--- src/rtl/hba_qtr_array_if.sv ---
//------------------------------------------------------------------------------
// hba_qtr_array_if
// HBA bus signal bundle for one slave peripheral.
//   hba_rnw           master -> slave  1 = read, 0 = write
//   hba_select        master -> slave  transfer in progress
//   hba_abus          master -> slave  {peripheral select, register offset}
//   hba_dbus          master -> slave  write data
//   hba_dbus_slave    slave  -> master read data, 0 when not acking
//   hba_xferack_slave slave  -> master one-cycle transfer acknowledge
//------------------------------------------------------------------------------
`timescale 1ns/1ps
interface hba_qtr_array_if #(
    parameter int ADDR_WIDTH = 12,
    parameter int DBUS_WIDTH = 8
);
    logic                  hba_rnw;
    logic                  hba_select;
    logic [ADDR_WIDTH-1:0] hba_abus;
    logic [DBUS_WIDTH-1:0] hba_dbus;
    logic [DBUS_WIDTH-1:0] hba_dbus_slave;
    logic                  hba_xferack_slave;

    modport master (
        output hba_rnw, hba_select, hba_abus, hba_dbus,
        input  hba_dbus_slave, hba_xferack_slave
    );

    modport slave (
        input  hba_rnw, hba_select, hba_abus, hba_dbus,
        output hba_dbus_slave, hba_xferack_slave
    );
endinterface

--- src/rtl/hba_qtr_array.sv ---
//------------------------------------------------------------------------------
// hba_qtr_array
// Reads NUM_CH Pololu QTR reflectance sensors in parallel. A shared
// charge/measure FSM drives all sensor nodes high, releases them, and counts
// per channel how many 10 us ticks each node stays high (saturating at 255).
// Results are exposed on the HBA bus with a hysteresis side bitmask, a
// period/threshold interrupt and an estop pulse towards hba_motor.
//
// Ports:
//   hba_clk, hba_reset   clock, synchronous active-high reset
//   bus                  HBA slave interface (hba_qtr_array_if.slave)
//   slave_interrupt      one-cycle interrupt pulse
//   slave_estop          one-cycle estop pulse
//   qtr_out_en/out_sig   per-channel node driver enable / value
//   qtr_in_sig           per-channel node level
//   qtr_ctrl             per-channel emitter LED enable
//
// Registers: 0 CTRL {emit_on,estop_en,intr_type,intr_en,enable}, 1 PERIOD,
//   2 THRESH, 3 HYST, 4 SIDE (RO), 5.. VALUE[i] (RO).
//
// Optional macro HBA_QTR_AVG_EN: VALUE[i] becomes a running two-sample
// average, (VALUE + count + 1) >> 1; the first sample after reset or after
// enable rises loads the raw count.
//------------------------------------------------------------------------------
`timescale 1ns/1ps
module hba_qtr_array #(
    parameter int CLK_FREQUENCY     = 60_000_000,
    parameter int NUM_CH            = 4,
    parameter int DBUS_WIDTH        = 8,
    parameter int PERIPH_ADDR_WIDTH = 4,
    parameter int REG_ADDR_WIDTH    = 8,
    parameter int ADDR_WIDTH        = PERIPH_ADDR_WIDTH + REG_ADDR_WIDTH,
    parameter int PERIPH_ADDR       = 0,
    parameter int CHARGE_TICKS      = 1
) (
    input  logic                hba_clk,
    input  logic                hba_reset,
    hba_qtr_array_if.slave      bus,
    output logic                slave_interrupt,
    output logic                slave_estop,
    output logic [NUM_CH-1:0]   qtr_out_en,
    output logic [NUM_CH-1:0]   qtr_out_sig,
    input  logic [NUM_CH-1:0]   qtr_in_sig,
    output logic [NUM_CH-1:0]   qtr_ctrl
);

    localparam int TICK10 = (CLK_FREQUENCY / 100_000 > 0) ? CLK_FREQUENCY / 100_000 : 1;
    localparam int TICK50 = (CLK_FREQUENCY / 20 > 0) ? CLK_FREQUENCY / 20 : 1;
    localparam int P10_W  = $clog2(TICK10 + 1);
    localparam int P50_W  = $clog2(TICK50 + 1);

    typedef enum logic [1:0] {S_IDLE, S_CHARGE, S_MEASURE, S_DONE} state_t;

    // Threshold band edges, saturated to the 8-bit value range.
    function automatic logic [7:0] f_hi(input logic [7:0] t, input logic [7:0] h);
        logic [8:0] s;
        s = {1'b0, t} + {1'b0, h};
        return s[8] ? 8'hFF : s[7:0];
    endfunction

    function automatic logic [7:0] f_lo(input logic [7:0] t, input logic [7:0] h);
        logic signed [9:0] d;
        d = $signed({2'b00, t}) - $signed({2'b00, h});
        return (d < 0) ? 8'h00 : 8'(d);
    endfunction

`ifdef HBA_QTR_AVG_EN
    function automatic logic [7:0] f_avg(input logic [7:0] v, input logic [7:0] c);
        logic [8:0] s;
        s = {1'b0, v} + {1'b0, c} + 9'd1;
        return 8'(s >> 1);
    endfunction
`endif

    // Register file
    logic [4:0]        r_ctrl;
    logic [7:0]        r_period;
    logic [7:0]        r_thresh;
    logic [7:0]        r_hyst;
    logic [NUM_CH-1:0] r_side;
    logic [7:0]        r_value [NUM_CH];

    // Bus side
    logic                  r_ack;
    logic                  r_held;
    logic [DBUS_WIDTH-1:0] r_rdata;
    logic                  w_match;
    logic                  w_access;
    logic                  w_wr;
    logic [REG_ADDR_WIDTH-1:0] w_off;
    logic [DBUS_WIDTH-1:0] w_rdata;

    // Sample timing
    logic [P50_W-1:0] r_pre50;
    logic [7:0]       r_pcnt;
    logic             w_tick50;
    logic             w_sync;

    // Measure FSM
    state_t            r_state;
    state_t            w_state_nxt;
    logic [P10_W-1:0]  r_pre10;
    logic              w_tick10;
    logic [7:0]        r_chg;
    logic [7:0]        r_count [NUM_CH];
    logic [NUM_CH-1:0] r_frozen;
    logic              w_all_done;

    // DONE evaluation
    logic [7:0]        w_new [NUM_CH];
    logic [NUM_CH-1:0] w_side_nxt;
    logic              w_any255;
    logic              r_intr;
    logic              r_estop;

    //--------------------------------------------------------------------------
    // Bus decode: one ack per select; r_held blocks re-acks while the master
    // keeps select asserted after the ack cycle.
    //--------------------------------------------------------------------------
    assign w_match  = bus.hba_select &&
                      (bus.hba_abus[ADDR_WIDTH-1:REG_ADDR_WIDTH] == PERIPH_ADDR_WIDTH'(PERIPH_ADDR));
    assign w_access = w_match && !r_ack && !r_held;
    assign w_wr     = w_access && !bus.hba_rnw;
    assign w_off    = bus.hba_abus[REG_ADDR_WIDTH-1:0];

    always_comb begin
        w_rdata = '0;
        if (w_off == REG_ADDR_WIDTH'(0)) begin
            w_rdata = {3'b000, r_ctrl};
        end else if (w_off == REG_ADDR_WIDTH'(1)) begin
            w_rdata = r_period;
        end else if (w_off == REG_ADDR_WIDTH'(2)) begin
            w_rdata = r_thresh;
        end else if (w_off == REG_ADDR_WIDTH'(3)) begin
            w_rdata = r_hyst;
        end else if (w_off == REG_ADDR_WIDTH'(4)) begin
            for (int i = 0; i < NUM_CH; i++) w_rdata[i] = r_side[i];
        end else begin
            for (int i = 0; i < NUM_CH; i++) begin
                if (w_off == REG_ADDR_WIDTH'(5 + i)) w_rdata = r_value[i];
            end
        end
    end

    always_ff @(posedge hba_clk) begin
        if (hba_reset) begin
            r_ack    <= 1'b0;
            r_held   <= 1'b0;
            r_rdata  <= '0;
            r_ctrl   <= '0;
            r_period <= '0;
            r_thresh <= '0;
            r_hyst   <= '0;
        end else begin
            r_ack   <= w_access;
            r_held  <= bus.hba_select && (r_ack || r_held);
            r_rdata <= (w_access && bus.hba_rnw) ? w_rdata : '0;
            if (w_wr) begin
                if (w_off == REG_ADDR_WIDTH'(0))      r_ctrl   <= bus.hba_dbus[4:0];
                else if (w_off == REG_ADDR_WIDTH'(1)) r_period <= bus.hba_dbus;
                else if (w_off == REG_ADDR_WIDTH'(2)) r_thresh <= bus.hba_dbus;
                else if (w_off == REG_ADDR_WIDTH'(3)) r_hyst   <= bus.hba_dbus;
            end
        end
    end

    assign bus.hba_dbus_slave    = r_rdata;
    assign bus.hba_xferack_slave = r_ack;

    //--------------------------------------------------------------------------
    // Sample timing. PERIOD is only compared at 50 ms boundaries, so a write
    // takes effect at the next boundary; if the counter is already past the
    // new value it runs on through 255 and wraps.
    //--------------------------------------------------------------------------
    assign w_tick50 = (r_pre50 == P50_W'(TICK50 - 1));
    assign w_sync   = w_tick50 && (r_pcnt == r_period);

    always_ff @(posedge hba_clk) begin
        if (hba_reset) begin
            r_pre50 <= '0;
            r_pcnt  <= '0;
        end else begin
            r_pre50 <= w_tick50 ? '0 : r_pre50 + 1'b1;
            if (w_tick50) r_pcnt <= (r_pcnt == r_period) ? 8'd0 : r_pcnt + 8'd1;
        end
    end

    //--------------------------------------------------------------------------
    // Measure FSM
    //--------------------------------------------------------------------------
    assign w_tick10 = (r_pre10 == P10_W'(TICK10 - 1));

    always_comb begin
        w_all_done = 1'b1;
        for (int i = 0; i < NUM_CH; i++) begin
            if (!r_frozen[i] && (r_count[i] != 8'hFF)) w_all_done = 1'b0;
        end
    end

    always_ff @(posedge hba_clk) begin
        if (hba_reset) r_state <= S_IDLE;
        else           r_state <= w_state_nxt;
    end

    always_comb begin
        w_state_nxt = r_state;
        qtr_out_en  = '0;
        qtr_out_sig = '0;
        qtr_ctrl    = r_ctrl[4] ? '1 : '0;
        unique case (r_state)
            S_IDLE: begin
                if (w_sync && r_ctrl[0]) w_state_nxt = S_CHARGE;
            end
            S_CHARGE: begin
                qtr_out_en  = '1;
                qtr_out_sig = '1;
                qtr_ctrl    = '1;
                if (w_tick10 && (r_chg == 8'(CHARGE_TICKS - 1))) w_state_nxt = S_MEASURE;
            end
            S_MEASURE: begin
                qtr_ctrl = '1;
                if (w_all_done) w_state_nxt = S_DONE;
            end
            S_DONE: begin
                qtr_ctrl    = '1;
                w_state_nxt = S_IDLE;
            end
            default: w_state_nxt = S_IDLE;
        endcase
    end

    // 10 us prescaler and charge tick counter restart on every state entry.
    always_ff @(posedge hba_clk) begin
        if (hba_reset || (w_state_nxt != r_state)) begin
            r_pre10 <= '0;
            r_chg   <= '0;
        end else begin
            r_pre10 <= w_tick10 ? '0 : r_pre10 + 1'b1;
            if ((r_state == S_CHARGE) && w_tick10) r_chg <= r_chg + 8'd1;
        end
    end

    // A channel counts while its node is still high; the first low reading
    // freezes it for the rest of the measurement.
    always_ff @(posedge hba_clk) begin
        if (hba_reset || (r_state == S_DONE)) begin
            r_frozen <= '0;
            for (int i = 0; i < NUM_CH; i++) r_count[i] <= '0;
        end else if ((r_state == S_MEASURE) && w_tick10) begin
            for (int i = 0; i < NUM_CH; i++) begin
                if (!r_frozen[i] && (r_count[i] != 8'hFF)) begin
                    if (qtr_in_sig[i]) r_count[i] <= r_count[i] + 8'd1;
                    else               r_frozen[i] <= 1'b1;
                end
            end
        end
    end

    //--------------------------------------------------------------------------
    // DONE: latch values, update side bits, raise interrupt/estop.
    //--------------------------------------------------------------------------
`ifdef HBA_QTR_AVG_EN
    logic r_first;

    always_ff @(posedge hba_clk) begin
        if (hba_reset) begin
            r_first <= 1'b1;
        end else if (w_wr && (w_off == REG_ADDR_WIDTH'(0)) && bus.hba_dbus[0] && !r_ctrl[0]) begin
            r_first <= 1'b1;
        end else if (r_state == S_DONE) begin
            r_first <= 1'b0;
        end
    end
`endif

    always_comb begin
        w_side_nxt = r_side;
        w_any255   = 1'b0;
        for (int i = 0; i < NUM_CH; i++) begin
`ifdef HBA_QTR_AVG_EN
            w_new[i] = r_first ? r_count[i] : f_avg(r_value[i], r_count[i]);
`else
            w_new[i] = r_count[i];
`endif
            if (w_new[i] > f_hi(r_thresh, r_hyst))      w_side_nxt[i] = 1'b1;
            else if (w_new[i] < f_lo(r_thresh, r_hyst)) w_side_nxt[i] = 1'b0;
            if (w_new[i] == 8'hFF) w_any255 = 1'b1;
        end
    end

    always_ff @(posedge hba_clk) begin
        if (hba_reset) begin
            r_side  <= '0;
            r_intr  <= 1'b0;
            r_estop <= 1'b0;
            for (int i = 0; i < NUM_CH; i++) r_value[i] <= '0;
        end else begin
            r_intr  <= 1'b0;
            r_estop <= 1'b0;
            if (r_state == S_DONE) begin
                r_side  <= w_side_nxt;
                r_intr  <= r_ctrl[1] && (!r_ctrl[2] || (w_side_nxt != r_side));
                r_estop <= r_ctrl[3] && r_ctrl[2] && w_any255;
                for (int i = 0; i < NUM_CH; i++) r_value[i] <= w_new[i];
            end
        end
    end

    assign slave_interrupt = r_intr;
    assign slave_estop     = r_estop;

endmodule
--- src/flat_wrapper.sv ---
// flat-port wrapper written by rule: the top's interface ports become plain ports
module hba_qtr_array_flat 
#(
    parameter int CLK_FREQUENCY     = 60_000_000,
    parameter int NUM_CH            = 4,
    parameter int DBUS_WIDTH        = 8,
    parameter int PERIPH_ADDR_WIDTH = 4,
    parameter int REG_ADDR_WIDTH    = 8,
    parameter int ADDR_WIDTH        = PERIPH_ADDR_WIDTH + REG_ADDR_WIDTH,
    parameter int PERIPH_ADDR       = 0,
    parameter int CHARGE_TICKS      = 1
)
  (hba_clk, hba_reset, slave_interrupt, slave_estop, qtr_out_en, qtr_out_sig, qtr_in_sig, qtr_ctrl, bus_hba_rnw, bus_hba_select, bus_hba_abus, bus_hba_dbus, bus_hba_dbus_slave, bus_hba_xferack_slave);
  hba_qtr_array_if #(.ADDR_WIDTH(ADDR_WIDTH), .DBUS_WIDTH(DBUS_WIDTH)) bus_i ();
  input  logic hba_clk;
  input  logic hba_reset;
  output logic slave_interrupt;
  output logic slave_estop;
  output logic [NUM_CH-1:0] qtr_out_en;
  output logic [NUM_CH-1:0] qtr_out_sig;
  input  logic [NUM_CH-1:0] qtr_in_sig;
  output logic [NUM_CH-1:0] qtr_ctrl;
  input wire logic [$bits(bus_i.hba_rnw)-1:0] bus_hba_rnw;
  input wire logic [$bits(bus_i.hba_select)-1:0] bus_hba_select;
  input wire logic [$bits(bus_i.hba_abus)-1:0] bus_hba_abus;
  input wire logic [$bits(bus_i.hba_dbus)-1:0] bus_hba_dbus;
  output wire logic [$bits(bus_i.hba_dbus_slave)-1:0] bus_hba_dbus_slave;
  output wire logic [$bits(bus_i.hba_xferack_slave)-1:0] bus_hba_xferack_slave;
  assign bus_i.hba_rnw = bus_hba_rnw;
  assign bus_i.hba_select = bus_hba_select;
  assign bus_i.hba_abus = bus_hba_abus;
  assign bus_i.hba_dbus = bus_hba_dbus;
  assign bus_hba_dbus_slave = bus_i.hba_dbus_slave;
  assign bus_hba_xferack_slave = bus_i.hba_xferack_slave;
  hba_qtr_array #(.CLK_FREQUENCY(CLK_FREQUENCY), .NUM_CH(NUM_CH), .DBUS_WIDTH(DBUS_WIDTH), .PERIPH_ADDR_WIDTH(PERIPH_ADDR_WIDTH), .REG_ADDR_WIDTH(REG_ADDR_WIDTH), .ADDR_WIDTH(ADDR_WIDTH), .PERIPH_ADDR(PERIPH_ADDR), .CHARGE_TICKS(CHARGE_TICKS)) u_core (.hba_clk(hba_clk), .hba_reset(hba_reset), .bus(bus_i), .slave_interrupt(slave_interrupt), .slave_estop(slave_estop), .qtr_out_en(qtr_out_en), .qtr_out_sig(qtr_out_sig), .qtr_in_sig(qtr_in_sig), .qtr_ctrl(qtr_ctrl));
endmodule
--- config.mk ---
export PLATFORM = sky130hd
export DESIGN_NAME = hba_qtr_array_flat
export DESIGN_NICKNAME = d
export VERILOG_FILES = /design/src/rtl/hba_qtr_array_if.sv /design/src/rtl/hba_qtr_array.sv /design/src/flat_wrapper.sv
export SDC_FILE = /design/constraint.sdc
export NUM_CORES = 1
export LEC_CHECK = 0
export CAP_MARGIN = 20
export CORE_UTILIZATION = 35
export DETAILED_ROUTE_END_ITERATION = 10
export MAX_ROUTING_LAYER = met4
export PLACE_DENSITY_LB_ADDON = 0.08
export SLEW_MARGIN = 20
export SYNTH_ARGS = -nofsm -noshare
export SYNTH_HDL_FRONTEND = slang
export SYNTH_SLANG_ARGS = --single-unit
--- constraint.sdc ---
create_clock -name hba_clk -period 10.08 [get_ports hba_clk]
set_clock_uncertainty 0.1 [all_clocks]
set_input_delay 2.016 -clock hba_clk [delete_from_list [all_inputs] [get_ports hba_clk]]
set_output_delay 2.016 -clock hba_clk [all_outputs]
set_load 0.03 [all_outputs]
== Word-level counts from Yosys, hierarchy flattened ==
Memories as Yosys holds them, arrays and structs flattened.
Index checks and enable logic that the tools add are counted.
W data, S select, Z words.
Word-level totals
  memories kept: 2
  flip-flop bits (word level): 99
  ROM bits: 0
  bits in writable memories: 64
  output and inout port bits: 23
  latch bits: 0
Operators by class
  reductions and logical operators: 48
  $mul: 0
  multiplexer cells: 71
  bitwise logic cells: 17
  $lt $le $gt $ge: 9
  add/sub/neg operators: 10
  div/mod/pow operators: 0
  equality and inequality tests: 24
  shift-type cells: 0
Memory list
  u_core.r_count: words 4, width 8, read ports 4, clocked after Yosys merged registers in 0, wr ports 4, line hba_qtr_array.sv:105  | logic [7:0] r_count [NUM_CH];
  u_core.r_value: words 4, width 8, read ports 4, clocked after Yosys merged registers in 0, wr ports 4, line hba_qtr_array.sv:81  | logic [7:0] r_value [NUM_CH];
Operator list (count)
  $mux W8: 18
  $add A8 B1 Y8 const B: 6
  $mux W1: 43
  $eq A8 B3 Y1 const B: 4
  $eq A8 B8 Y1 const B: 4
  $gt A8 B8 Y1: 4
  $lt A8 B8 Y1: 4
  $ne A8 B8 Y1 const B: 4
  $add A22 B1 Y22 const B: 1
  $eq A22 B22 Y1 const B: 1
  $mux W4: 5
  $logic_and A1 B1 Y1: 18
  $eq A8 B2 Y1 const B: 2
  $logic_not A8 Y1: 2
  $reduce_and A3 Y1: 5
  $add A10 B1 Y10 const B: 1
  $eq A10 B10 Y1 const B: 1
  $add A8 B8 Y9: 1
  $lt A9 B1 Y1 const B: 1
  $not A1 Y1: 9
  $sub A8 B8 Y9: 1
  $eq A8 B1 Y1 const B: 1
  $eq A8 B4 Y1 const B: 1
  $eq A8 B8 Y1: 1
  other kinds (17): 41

== Depth between registers and ports, before layout ==
Gate-level depths: netlist (run 1).
An unclocked memory read counts as a cell.
  word-level depth: 12
  depth in mapped cells: 19
  depth with buffers taken out: 19

== Worst setup path before layout (run 1) ==
Ideal clock, no wire load.
  kind: input port to flip-flop
  start: in bus_hba_abus[5]
  end: reg u_core.r_ctrl[0]
  arrival: 3788 ps
  cell stages on the path: 7
  setup slack: 6065 ps
  path buffers: 1
  setup time: 128 ps
  required time: 9852 ps
  path through: or4_1 or3_1 clkbuf_1 nor3_1 nand2_1 mux2i_1 nor2_1
On the way
  word-level cells in the longest chain between the ends: 2
Ends and longest elaborated chain
  start, declared: line flat_wrapper.sv:25  | input wire logic [$bits(bus_i.hba_abus)-1:0] bus_hba_abus;
  $logic_not A8 Y1: line hba_qtr_array.sv:159  | if (w_off == REG_ADDR_WIDTH'(0)) r_ctrl <= bus.hba_dbus[4:0];
  $reduce_and A2 Y1 (no line)
  end signal, assigned: line hba_qtr_array.sv:159
  end, declared: line hba_qtr_array.sv:76  | logic [4:0] r_ctrl;
Every way passes these cells.
A chain may end at the register's enable or synchronous reset.

== Worst setup path after layout (run 1) ==
  start: reg u_core.r_thresh[0]
  end: reg u_core.r_intr (netlist: u_core.slave_interrupt)
On the way
  word-level cells in the longest chain between the ends: 9
  elaborated cells between the ends (all ways): 24
  classes of those cells: 2 x add/sub; 9 x order compare; 1 x eq/ne; 10 x mux; 2 x reduce/logical
Ends and longest elaborated chain
  start, declared: line hba_qtr_array.sv:78  | logic [7:0] r_thresh;
  start signal, assigned: line hba_qtr_array.sv:161  | else if (w_off == REG_ADDR_WIDTH'(2)) r_thresh <= bus.hba_dbus;
  $sub A8 B8 Y9: line hba_qtr_array.sv:63  | d = $signed({2'b00, t}) - $signed({2'b00, h});
  $lt A9 B1 Y1: line hba_qtr_array.sv:64  | return (d < 0) ? 8'h00 : 8'(d);
  $mux W8: line hba_qtr_array.sv:64
  $lt A8 B8 Y1: line hba_qtr_array.sv:286  | else if (w_new[i] < f_lo(r_thresh, r_hyst)) w_side_nxt[i] = 1'b0;
  $mux W1: line hba_qtr_array.sv:286
  $mux W1: line hba_qtr_array.sv:285  | if (w_new[i] > f_hi(r_thresh, r_hyst)) w_side_nxt[i] = 1'b1;
  $ne A4 B4 Y1 *: line hba_qtr_array.sv:302  | r_intr <= r_ctrl[1] && (!r_ctrl[2] || (w_side_nxt != r_side));
  $logic_or A1 B1 Y1 *: line hba_qtr_array.sv:302
  $logic_and A1 B1 Y1 *: line hba_qtr_array.sv:302
  end signal, assigned: line hba_qtr_array.sv:302
  end, declared: line hba_qtr_array.sv:113  | logic r_intr;
Mark *: on every way between the ends. The rest lies on a longest branch, timed or not.

==> results of run 1 <==
==> cells in the mapped netlist (17+ instances only) <==
cell type,n,area [µm²]
a21o_1,17,128
a21oi_1,62,310
and2_1,33,206
and3_1,17,106
clkbuf_1,23,86.3
dfxtp_1,99,1980
edfxtp_1,64,1920
ha_1,81,1010
inv_1,39,146
mux2i_1,20,200
nand2_1,92,345
nand3_1,50,250
nand4_1,17,106
nor2_1,143,537
nor3_1,24,120
o21ai_0,32,160
xnor2_1,39,342
xor2_1,35,307
==> cell type report <==
class	count	area, µm²	area share [%]
tap	341	427	3.89
clock buffer	17	425	3.88
clock inverter	15	190	1.74
multi-input combinational	801	5300	48.4
inverter	39	146	1.34
timing repair buffer	59	563	5.14
sequential	163	3900	35.6
==> worst register-to-register path, cell delays in order (launching register included) <==
cell and delay, ns:
dfxtp_1 0.41, inv_1 0.07, ha_1 0.21, fa_1 0.39
or2b_1 0.27, a21oi_1 0.19, o21a_1 0.42, nand3_1 0.38
ha_1 0.41, a21oi_1 0.15, nor2b_1 0.05, a2111oi_0 0.52
nand4_1 0.16, a221oi_1 0.35, nand2_1 0.11, mux2_4 0.28
a31oi_1 0.13
==> through the flow <==
stage	hold slack [ns]	total power, µW	util [%]	instance area [µm²]
2_1_floorplan	0.317	768	-	9560
3_3_place_gp	0.336	805	38.5	10300
3_5_place_dp	0.338	805	38.5	10300
4_1_cts	0.354	1490	40.8	11000
5_1_grt	0.379	1520	40.8	11000
6_report	0.347	1470	40.8	11000
==> how the worst min path moves through the flow <==
stage                            from           endpoint  slack, ns  cells past startpoint
finish              u_core.r_pre10[0]  u_core.r_pre10[0]       0.35                      1
global route        u_core.r_pre10[0]  u_core.r_pre10[0]       0.38                      1
CTS                 u_core.r_pre10[0]  u_core.r_pre10[0]       0.35                      1
detailed placement  u_core.r_pre10[0]  u_core.r_pre10[0]       0.34                      1
global placement    u_core.r_pre10[0]  u_core.r_pre10[0]       0.34                      1
floorplan           u_core.r_pre10[0]  u_core.r_pre10[0]       0.32                      1
==> per-layer routing <==
layer,vias to the layer above,GRT usage [%],part of all wire (%)
met4,0,5.94,1.6
met2,153,28.9,44
met1,3516,27.4,51
li1,3761,-,-
met3,30,2.72,3.5
met5,-,-,0
==> logic make-up (layout without fill, tap and decap cells) <==
family	after synthesis	after routing	share of synthesized area, %
AND/OR/NAND/NOR	440	440	22.1
adder cells (fa/ha/maj)	83	83	11.0
buffers and inverters	83	130	3.77
AO/OA/AOI/OAI	175	175	11.8
multiplexers	29	29	3.66
flip-flops	163	163	40.8
XOR/XNOR	74	74	6.78
==> power by group <==
part           total [µW]  internal, µW  switching [µW]
registers             708           694            14.6
logic                81.2          36.0            45.2
clock network         680           359             321
==> sequential cells by signal, summed over array words and instances (netlist names), 5 cells and up <==
signal	cells
u_core.bus.hba_dbus_slave	8
u_core.r_chg	8
u_core.r_count	32
u_core.r_ctrl	5
u_core.r_hyst	8
u_core.r_pcnt	8
u_core.r_period	8
u_core.r_pre10	10
u_core.r_pre50	22
u_core.r_thresh	8
u_core.r_value	32
==> results.sh, run 1 <==
export IMPL_synth_edf_count=64
export IMPL_core_region_area_um2=26900
export IMPL_relSlewSlack_pct=46.4
export IMPL_avgRoutedWirePerCell_um=18.0
export IMPL_routed_via_density=5.20
export IMPL_path_max_fanout=11
export IMPL_worstSetupStartpoint="u_core.r_thresh[0]"
export IMPL_drt_pass1_iterations=5
export IMPL_critPathBufInv=1
export IMPL_syn_area_um2=9560
export IMPL_finalWeightedCongestion=0.877
export IMPL_synth_seq_cells=163
export IMPL_syn_inst=1047
export IMPL_pre_cts_slack_ns=5.37
export IMPL_path_cells="inv_1 > ha_1 > fa_1 > or2b_1 > a21oi_1 > o21a_1 > nand3_1 > ha_1 > a21oi_1 > nor2b_1 > a2111oi_0 > nand4_1 > a221oi_1 > nand2_1 > mux2_4 > a31oi_1"
export IMPL_grt_max_degree=48
export IMPL_cp_required_ns=10.33
export IMPL_power_density_nw_per_um2=134
export IMPL_drt_iter0_drc=540
export IMPL_cts_hold_fix_buffers=0
export IMPL_dp_cells=1403
export IMPL_grtUsageTotal_pct=19.5
export IMPL_start_util_pct=35.6
export IMPL_dpl_hpwl_um=19200
export IMPL_n_antenna_cell=0
export IMPL_nNetsFinal=1192
export IMPL_layout_commonest_cell="nor2_1"
export IMPL_cp_top_family="compound AO/OA/AOI/OAI gates"
export IMPL_worst_pin_slew_ns=0.798
export IMPL_cpMaxStageDelayCell="a2111oi_0"
export IMPL_num_rows=60
export IMPL_grt_pass1_wl_um=40800
export IMPL_ff2ff_setup_slack_ns=5.41
export IMPL_synth_net_count=1158
export IMPL_ys_seq_area_share_pct=40.8
export IMPL_ctsResizeCount=0
export IMPL_max_stage_delay_ns=0.52
export IMPL_worstSetupPathType="flop to flop"
export IMPL_setup_ws_ns=5.41
export IMPL_worstSkewPairLatency_ns=0.43
export IMPL_cts_tree="built"
export IMPL_antenna_found_initial=0
export IMPL_yosysWarnings=0
export IMPL_synth_flop_cell="dfxtp_1"
export IMPL_cts_root_buffer_cell="clkbuf_16"
export IMPL_fp_dieW_um=167
export IMPL_cts_reportedPaths_clkPinSlew_ns=0.07
export IMPL_crit_arrival_ns=4.92
export IMPL_drv_cap=0
export IMPL_max_freq_mhz=214
export IMPL_end_kind="flop"
export IMPL_antenna_left=0
export IMPL_most_common_layout_cells="nor2_1 (143), dfxtp_1 (99), nand2_1 (92)"
export IMPL_cp_depth=16
export IMPL_clock_sinks=163
export IMPL_finalSetupViolCount=0
export IMPL_endpoint="u_core.slave_interrupt"
export IMPL_area_delta_synth_final_pct=14.6
export IMPL_rsz0062_at_grt="false"
export IMPL_numPortBuffers=50
export IMPL_die_area_um2=28000
export IMPL_maxSlewViolCount=0
export IMPL_outcome="completed"
export IMPL_tns_ns=0
export IMPL_cts_made_buffers=17
export IMPL_r2r_cells=16
export IMPL_grt_pass1_vias=7176
export IMPL_ioPinCount=51
export IMPL_finalHoldViolCount=0
export IMPL_routed_wl_um=25800
export IMPL_dr_total_vias=7460
export IMPL_worst_ir_drop_vdd_mv=0.102
export IMPL_post_synth_cell_area_avg_um2=9.13
export IMPL_final_cells=1435
export IMPL_cp_start_kind="flop"
export IMPL_cts_max_level=4
export IMPL_drcViolationCount=0
export IMPL_fin_crit_ns=4.67
export IMPL_async_flop_share_pct=0
export IMPL_yosysUniqueCellTypes=68
export IMPL_min_path_type="flop to flop"
export IMPL_leakage_uw=0.00413
export IMPL_r2r_start="u_core.r_thresh[0]"
export IMPL_r2r_end="u_core.slave_interrupt"
export IMPL_die_h_um=167
export IMPL_grt_ovfl_total=0
export IMPL_fill_cells=2691
export IMPL_post_cts_buffers=0
export IMPL_clockBufferDepth=2
export IMPL_period_share_pct=46.3
export IMPL_drive_above_1_share_pct=5.67
(Power assumes the default switching activity.)
==> inputs of run 2 (changes only) <==
- clock period: 10.08 -> 4.3 ns (I/O delays scaled with it)
==> run 2 against run 1 <==
Compared with the run above: total power is 130% higher; maximum frequency increased by 15%; combinational power rose to 2.6 times the previous value; routed wire length up 2.3%; register-to-register slack got worse by 5.2 ns; cell count up 2.4%; global-route usage is 0.41 points higher; die area unchanged; largest cell class unchanged; highest routed layer unchanged.
==> results.sh, run 2 (synthesis gave the netlist of run 1 again) <==
export IMPL_grtUsageTotal_pct=19.9
export IMPL_worstSetupStartpoint="u_core.r_thresh[1]"
export IMPL_p_comb_share_pct=6.1
export IMPL_cp_required_ns=4.51
export IMPL_p_sw_uw=850
export IMPL_p_clk_share_pct=45.8
export IMPL_core_region_area_um2=26900
export IMPL_period_share_pct=94.6
export IMPL_most_common_layout_cells="nor2_1 (142), dfxtp_1 (98), nand2_1 (92)"
export IMPL_end_kind="flop"
export IMPL_routed_via_density=5.20
export IMPL_fin_crit_ns=4.07
export IMPL_r2r_end="u_core.slave_interrupt"
export IMPL_numPortBuffers=50
export IMPL_start_util_pct=35.6
export IMPL_n_antenna_cell=0
export IMPL_power_density_nw_per_um2=305
export IMPL_crit_arrival_ns=4.28
export IMPL_maxSlewViolCount=0
export IMPL_worst_pin_slew_ns=0.691
export IMPL_ioPinCount=51
export IMPL_avgRoutedWirePerCell_um=18.0
export IMPL_fp_dieW_um=167
export IMPL_dpl_hpwl_um=19600
export IMPL_clockBufferDepth=2
export IMPL_worst_ir_drop_vdd_mv=0.251
export IMPL_finalWeightedCongestion=0.886
export IMPL_cts_root_buffer_cell="clkbuf_16"
export IMPL_max_freq_mhz=246
export IMPL_ff2ff_setup_slack_ns=0.23
export IMPL_min_path_type="flop to flop"
export IMPL_outcome="completed"
export IMPL_leakage_uw=0.00432
export IMPL_finalHoldViolCount=0
export IMPL_cp_start_kind="flop"
export IMPL_drt_pass1_iterations=5
export IMPL_cts_tree="built"
export IMPL_cts_max_level=4
export IMPL_antenna_found_initial=2
export IMPL_seqPwrFrac_pct=48.1
export IMPL_die_area_um2=28000
export IMPL_finalSetupViolCount=0
export IMPL_num_rows=60
export IMPL_routed_wl_um=26400
export IMPL_worstSetupPathType="flop to flop"
export IMPL_grt_pass1_vias=7291
export IMPL_r2r_cells=19
export IMPL_worstSkewPairLatency_ns=0.44
export IMPL_dr_total_vias=7644
export IMPL_grt_pass1_wl_um=41200
export IMPL_p_int_uw=2600
export IMPL_grt_ovfl_total=0
export IMPL_path_cells="buf_4 > ha_1 > nand2b_1 > a21oi_1 > o21bai_1 > a21oi_1 > o21ai_0 > a21oi_1 > o21a_1 > nor3_1 > buf_4 > ha_1 > nand4_1 > nor2_1 > nor4b_1 > a211o_1 > o211a_1 > a2111oi_4 > a31oi_1"
export IMPL_hold_depth=1
export IMPL_clock_sinks=163
export IMPL_netSwitchingFraction_pct=24.7
export IMPL_drcViolationCount=0
export IMPL_cts_reportedPaths_clkPinSlew_ns=0.07
export IMPL_layout_commonest_cell="nor2_1"
export IMPL_drive_above_1_share_pct=9.65
export IMPL_path_max_fanout=4
export IMPL_power_uw=3450
export IMPL_reg_top3="u_core.r_count: 32 flops, u_core.r_value: 32 flops, u_core.r_pre50: 22 flops"
export IMPL_antenna_left=0
export IMPL_die_h_um=167
export IMPL_max_stage_delay_ns=0.35
export IMPL_min_from="u_core.r_pre10[0]"
export IMPL_cpMaxStageDelayCell="dfxtp_1"
export IMPL_relSlewSlack_pct=53.5
export IMPL_nNetsFinal=1227
export IMPL_holdPathEnd="u_core.r_pre10[0]"
export IMPL_cts_made_buffers=17
export IMPL_hold_ws_ns=0.349
export IMPL_drv_cap=0
export IMPL_rsz0062_at_grt="false"
export IMPL_crit_top_cell="a21oi_1"
export IMPL_grt_max_degree=46
export IMPL_drt_iter0_drc=555
export IMPL_area_delta_synth_final_pct=18.1
export IMPL_r2r_start="u_core.r_thresh[1]"
run 2: how the worst max path moves through the flow:
stage                     slack (ns)  cells after the start                     end
after floorplan                 0.38                     16  u_core.slave_interrupt
after global placement          0.08                     17  u_core.slave_interrupt
after detailed placement       -0.07                     17  u_core.slave_interrupt
after CTS                       0.05                     15  u_core.slave_interrupt
after global routing           0.006                     16  u_core.slave_interrupt
final                           0.23                     19  u_core.slave_interrupt
run 2: repair_timing:
action                                  CTS  global route
buffers inserted                          0             4
endpoints found under the setup margin    1             3
resized for setup                         2            19
gates cloned                              0             0
pin swaps                                 0             6
hold buffers                              0             0
run 2: power groups by stage:
stage,Clock [µW],Combinational (µW),Sequential [µW]
3_3_place_gp,0,207,1690
6_report,1580,212,1660
5_1_grt,1690,236,1660
2_1_floorplan,0,123,1680
3_5_place_dp,0,206,1690
4_1_cts,1630,208,1660
run 2: layout make-up:
| class | instances | area [µm²] |
|---|---|---|
| clock inverters | 14 | 165 |
| repair buffers | 94 | 838 |
| multi-input cells | 801 | 5380 |
| flip-flops and latches | 163 | 3910 |
| fillers | 2698 | 15600 |
| well taps | 341 | 427 |
| clock buffers | 18 | 429 |
| inverters | 39 | 146 |
run 2: stage by stage:
step           area [µm²]  setup TNS, ns  util, %  setup slack [ns]  cells
2_1_floorplan        9560              0        -             0.378   1047
3_3_place_gp        10600              0     39.4            0.0797   1434
3_5_place_dp        10600        -0.0736     39.4           -0.0736   1434
4_1_cts             11200              0     41.6            0.0458   1466
5_1_grt             11300              0     42.0           0.00574   1470
6_report            11300              0     42.0             0.232   1470
run 2: per-layer routing:
metal / track usage (%) / vias to the layer above / routed length [µm]
li1: - / 3844 / -
met1: 27.1 / 3610 / 13000
met2: 30.0 / 163 / 11800
met3: 3.59 / 27 / 1020
met4: 6.10 / 0 / 495
met5: - / - / 0
run 2: worst max-delay path: cells and delay by family, from the launching register on:
kind / cells / cell delay, ns
AO/OA/AOI/OAI: 10 / 2.03
flip-flops: 1 / 0.35
buffers and inverters: 2 / 0.35
AND/OR/NAND/NOR: 5 / 0.60
adder cells (fa/ha/maj): 2 / 0.52
==> RTL change 1 (flow settings as in run 2) <==
The 4 states of `state_t` get a one-hot encoding in 4 bits.
--- a/src/rtl/hba_qtr_array.sv
+++ b/src/rtl/hba_qtr_array.sv
@@ -49,7 +49,7 @@
     localparam int P10_W  = $clog2(TICK10 + 1);
     localparam int P50_W  = $clog2(TICK50 + 1);
 
-    typedef enum logic [1:0] {S_IDLE, S_CHARGE, S_MEASURE, S_DONE} state_t;
+    typedef enum logic [3:0] {S_IDLE = 4'b0001, S_CHARGE = 4'b0010, S_MEASURE = 4'b0100, S_DONE = 4'b1000} state_t;
 
     // Threshold band edges, saturated to the 8-bit value range.
     function automatic logic [7:0] f_hi(input logic [7:0] t, input logic [7:0] h);
Check against the original RTL: no difference found for any inputs over 4 cycles, from zero or initial values and one cycle with hba_reset high; so few cycles prove little.
==> RTL change 1 against run 2 <==
  * Final cell count up 4.3%
  * Count of clock-buffer cells in the layout down 1
  * Via count up 3.5%
  * Sequential power up 2%
  * Setup slack worse by 0.047 ns
  * Area after synthesis up 2.3%
  * Sequential cell count up 2
  * Total power up 0.22%
  * Wire length up 7.5%
  * Design area up 3.9%
  * Critical path type unchanged
  * Critical endpoint unchanged
  * Largest power group unchanged
==> RTL change 1: results (changes against run 2) <==
{| class="wikitable"
! Metric !! Value
|-
| Run status || finished, final reports clean (unchanged)
|-
| Global-route track usage on met3 || 0.0338 (was 0.0359)
|-
| Largest net degree at the start of global routing || 37 (was 46)
|-
| Multi-input combinational gate total || 822 (was 801)
|-
| CTS resizes || 16 (was 2)
|-
| Share of the yosys chip area belonging to registers || 0.403 (was 0.408)
|-
| Final setup margin || 0.185 ns (was 0.232 ns)
|-
| Delay contributed by the slowest stage of the critical path || 0.44 ns (was 0.35 ns)
|-
| Setup Buffers After CTS || 2 (was 0)
|-
| First-pass GRT wire length || 44000 um (was 41200 um)
|-
| Detailed route wirelength on metal2 || 13100 um (was 11800 um)
|-
| Wire length on met1 || 14100 um (was 13000 um)
|-
| Number of cells traversed by the worst register-to-register path || 18 (was 19)
|-
| Multi-input gate area in the final layout || 5690 um^2 (was 5380 um^2)
|-
| Number of nets at the end of the flow || 1260 (was 1227)
|-
| Standard cell area after detailed placement || 10900 um^2 (was 10600 um^2)
|-
| Mapped Cells || 1072 (was 1047)
|-
| Worst-path cell with the longest stage delay || sky130_fd_sc_hd__or4b_1 (was sky130_fd_sc_hd__dfxtp_1)
|-
| Logic inverters || 41 (was 39)
|-
| Design area || 11700 um^2 (was 11300 um^2)
|-
| Number of buffers other than clock buffers in the final layout || 102 (was 94)
|-
| R2R setup slack || 0.19 ns (was 0.23 ns)
|-
| Fraction of the mapped netlist area in adder cells || 0.108 (was 0.110)
|-
| Worst hold margin || 0.352 ns (was 0.349 ns)
|-
| Mux cell area share after synthesis || 0.0292 (was 0.0366)
|-
| Layout non-clock buf frac || 0.0758 (was 0.0743)
|-
| Fin cells || 1533 (was 1470)
|-
| Synthesized netlist net count || 1183 (was 1158)
|-
| Total vias in the final route || 7913 (was 7644)
|-
| Worst-path maximum fanout || 5 (was 4)
|-
| Worst slew slack as a fraction of its limit || 0.461 (was 0.535)
|-
| Flops & latches, synth || 165 (was 163)
|-
| Via count of the first global-routing pass || 7524 (was 7291)
|-
| Flip-flop and latch share of the layout cell area || 0.337 (was 0.346)
|-
| Met2 track demand over resource in global routing || 0.327 (was 0.300)
|-
| Post-synthesis compound-gate area fraction || 0.119 (was 0.118)
|-
| P_leak || 4.38 nW (was 4.32 nW)
|-
| Clock Network Area Fraction || 0.0495 (was 0.0526)
|-
| Met1 track utilization from global routing || 0.286 (was 0.271)
|-
| DP HPWL || 21300 um (was 19600 um)
|-
| Critical path arrival || 4.34 ns (was 4.28 ns)
|-
| Number of inserted filler cells in the final layout || 2801 (was 2698)
|-
| Synth unique cells || 74 (was 68)
|-
| Overall routing resource usage || 0.209 (was 0.199)
|}
-- RTL change 1: cell count changes in the layout (fill, tap and decap cells not counted), moves of 5 or more --
cell,run 2,this run
sky130_fd_sc_hd__nand2_1,92,73
sky130_fd_sc_hd__xnor2_1,39,25
sky130_fd_sc_hd__nor2_2,1,8
sky130_fd_sc_hd__nand3b_1,7,2
sky130_fd_sc_hd__nor2b_1,12,7
sky130_fd_sc_hd__xor2_1,35,50
sky130_fd_sc_hd__buf_4,43,51
sky130_fd_sc_hd__o21ai_0,29,24
sky130_fd_sc_hd__a21oi_1,59,45
sky130_fd_sc_hd__nand3_1,50,59
sky130_fd_sc_hd__nor2_1,142,154
-- RTL change 1: power breakdown --
group	internal, mW	leakage (nW)	total [mW]	switching (mW)
Sequential	1.65	1.45	1.70	0.0520
Clock	0.781	0.285	1.53	0.754
Combinational	0.0980	2.65	0.217	0.119
Total	2.53	4.38	3.45	0.925
==> RTL change 2 (config.mk and constraints of run 2) <==
Without the edit above. Build with the macro `HBA_QTR_AVG_EN` defined.
--- a/src/rtl/hba_qtr_array.sv
+++ b/src/rtl/hba_qtr_array.sv
@@ -23,6 +23,8 @@
 // enable rises loads the raw count.
 //------------------------------------------------------------------------------
 `timescale 1ns/1ps
+`define HBA_QTR_AVG_EN
+
 module hba_qtr_array #(
     parameter int CLK_FREQUENCY     = 60_000_000,
     parameter int NUM_CH            = 4,
Behaviour: same outputs for any inputs over 4 cycles, from zero or initial values and one cycle with hba_reset high; that may be too few to reach the edited logic, so the function may still have changed.
==> RTL change 2 against run 2 <==
  * Setup slack improved by 0.039 ns
  * Design area increased by 16%
  * Sequential share of layout area decreased by 4.6 points
  * Total power increased by 3.4%
  * Critical path type unchanged
  * Utilization decreased by 0.61 points
  * Highest routed layer unchanged
  * Area after synthesis increased by 18%
  * Sequential cell count increased by 1
  * Largest power group unchanged
  * Worst hold slack improved by 0.012 ns
  * Wire length increased by 25%
==> RTL change 2: results (changes against run 2) <==
{| class="wikitable"
! Metric !! Value
|-
| Largest net degree at the start of global routing || 37 (was 46)
|-
| Worst hold margin || 0.362 ns (was 0.349 ns)
|-
| Number of nets at the end of the flow || 1485 (was 1227)
|-
| Starting DRT DRC Count || 611 (was 555)
|-
| Hold path endpoint || u_core.r_pre50[0] (was u_core.r_pre10[0])
|-
| Fraction of the mapped netlist area in adder cells || 0.126 (was 0.110)
|-
| P_leak || 5.35 nW (was 4.32 nW)
|-
| Initial antenna violation count || 0 (was 2)
|-
| Worst setup path startpoint || u_core.r_hyst[0] (was u_core.r_thresh[1])
|-
| Total vias in the final route || 9295 (was 7644)
|-
| Critical path arrival || 4.25 ns (was 4.28 ns)
|-
| Routed length on met3 || 1180 um (was 1020 um)
|-
| Average wire per cell in the routed design || 18.6 um (was 18.0 um)
|-
| Standard cell area after detailed placement || 12400 um^2 (was 10600 um^2)
|-
| Run status || finished, final reports clean (unchanged)
|-
| Number of cells after detailed placement || 1730 (was 1434)
|-
| Fin cells || 1769 (was 1470)
|-
| Number of cells traversed by the worst register-to-register path || 15 (was 19)
|-
| Met1 track utilization from global routing || 0.279 (was 0.271)
|-
| Delay contributed by the slowest stage of the critical path || 0.41 ns (was 0.35 ns)
|-
| Worst slew slack as a fraction of its limit || 0.504 (was 0.535)
|-
| Detailed route wirelength on metal2 || 14900 um (was 11800 um)
|-
| Synth unique cells || 93 (was 68)
|-
| Cells taking the most area after synthesis || sky130_fd_sc_hd__dfxtp_1 (18%), sky130_fd_sc_hd__edfxtp_1 (17%), sky130_fd_sc_hd__ha_1 (11%) (was sky130_fd_sc_hd__dfxtp_1 (21%), sky130_fd_sc_hd__edfxtp_1 (20%), sky130_fd_sc_hd__ha_1 (11%))
|-
| RePlAce Congestion || 0.904 (was 0.886)
|-
| Average size of a mapped cell || 8.91 um^2 (was 9.13 um^2)
|-
| Synthesized netlist net count || 1395 (was 1158)
|}
[RTL change 2: kinds of logic after synthesis]
family | count (synthesis)
multiplexers | 39
flip-flops | 164
buffers and inverters | 99
adder cells (fa/ha/maj) | 111
XOR/XNOR | 103
AND/OR/NAND/NOR | 518
AO/OA/AOI/OAI | 230
[RTL change 2: power breakdown]
group / switching, mW / leakage (nW) / internal, mW / total (mW)
logic: 0.220 / 3.63 / 0.173 / 0.393
registers: 0.0382 / 1.44 / 1.64 / 1.68
clock network: 0.701 / 0.280 / 0.790 / 1.49
total: 0.959 / 5.35 / 2.61 / 3.56
[RTL change 2: repair_timing]
action                     4_1_cts  5_1_grt
setup buffers                    0        7
setup endpoints to repair        0        4
gates resized for setup          0       10
hold buffers                     0        0
[RTL change 2: area by class of cell]
class	instances	area, um^2
Multi-Input combinational cell	1001	6900
Sequential cell	164	3930
Clock buffer	19	453
Clock inverter	13	114
Fill cell	3137	18500
Timing Repair Buffer	116	991
Inverter	54	203
Tap cell	402	503
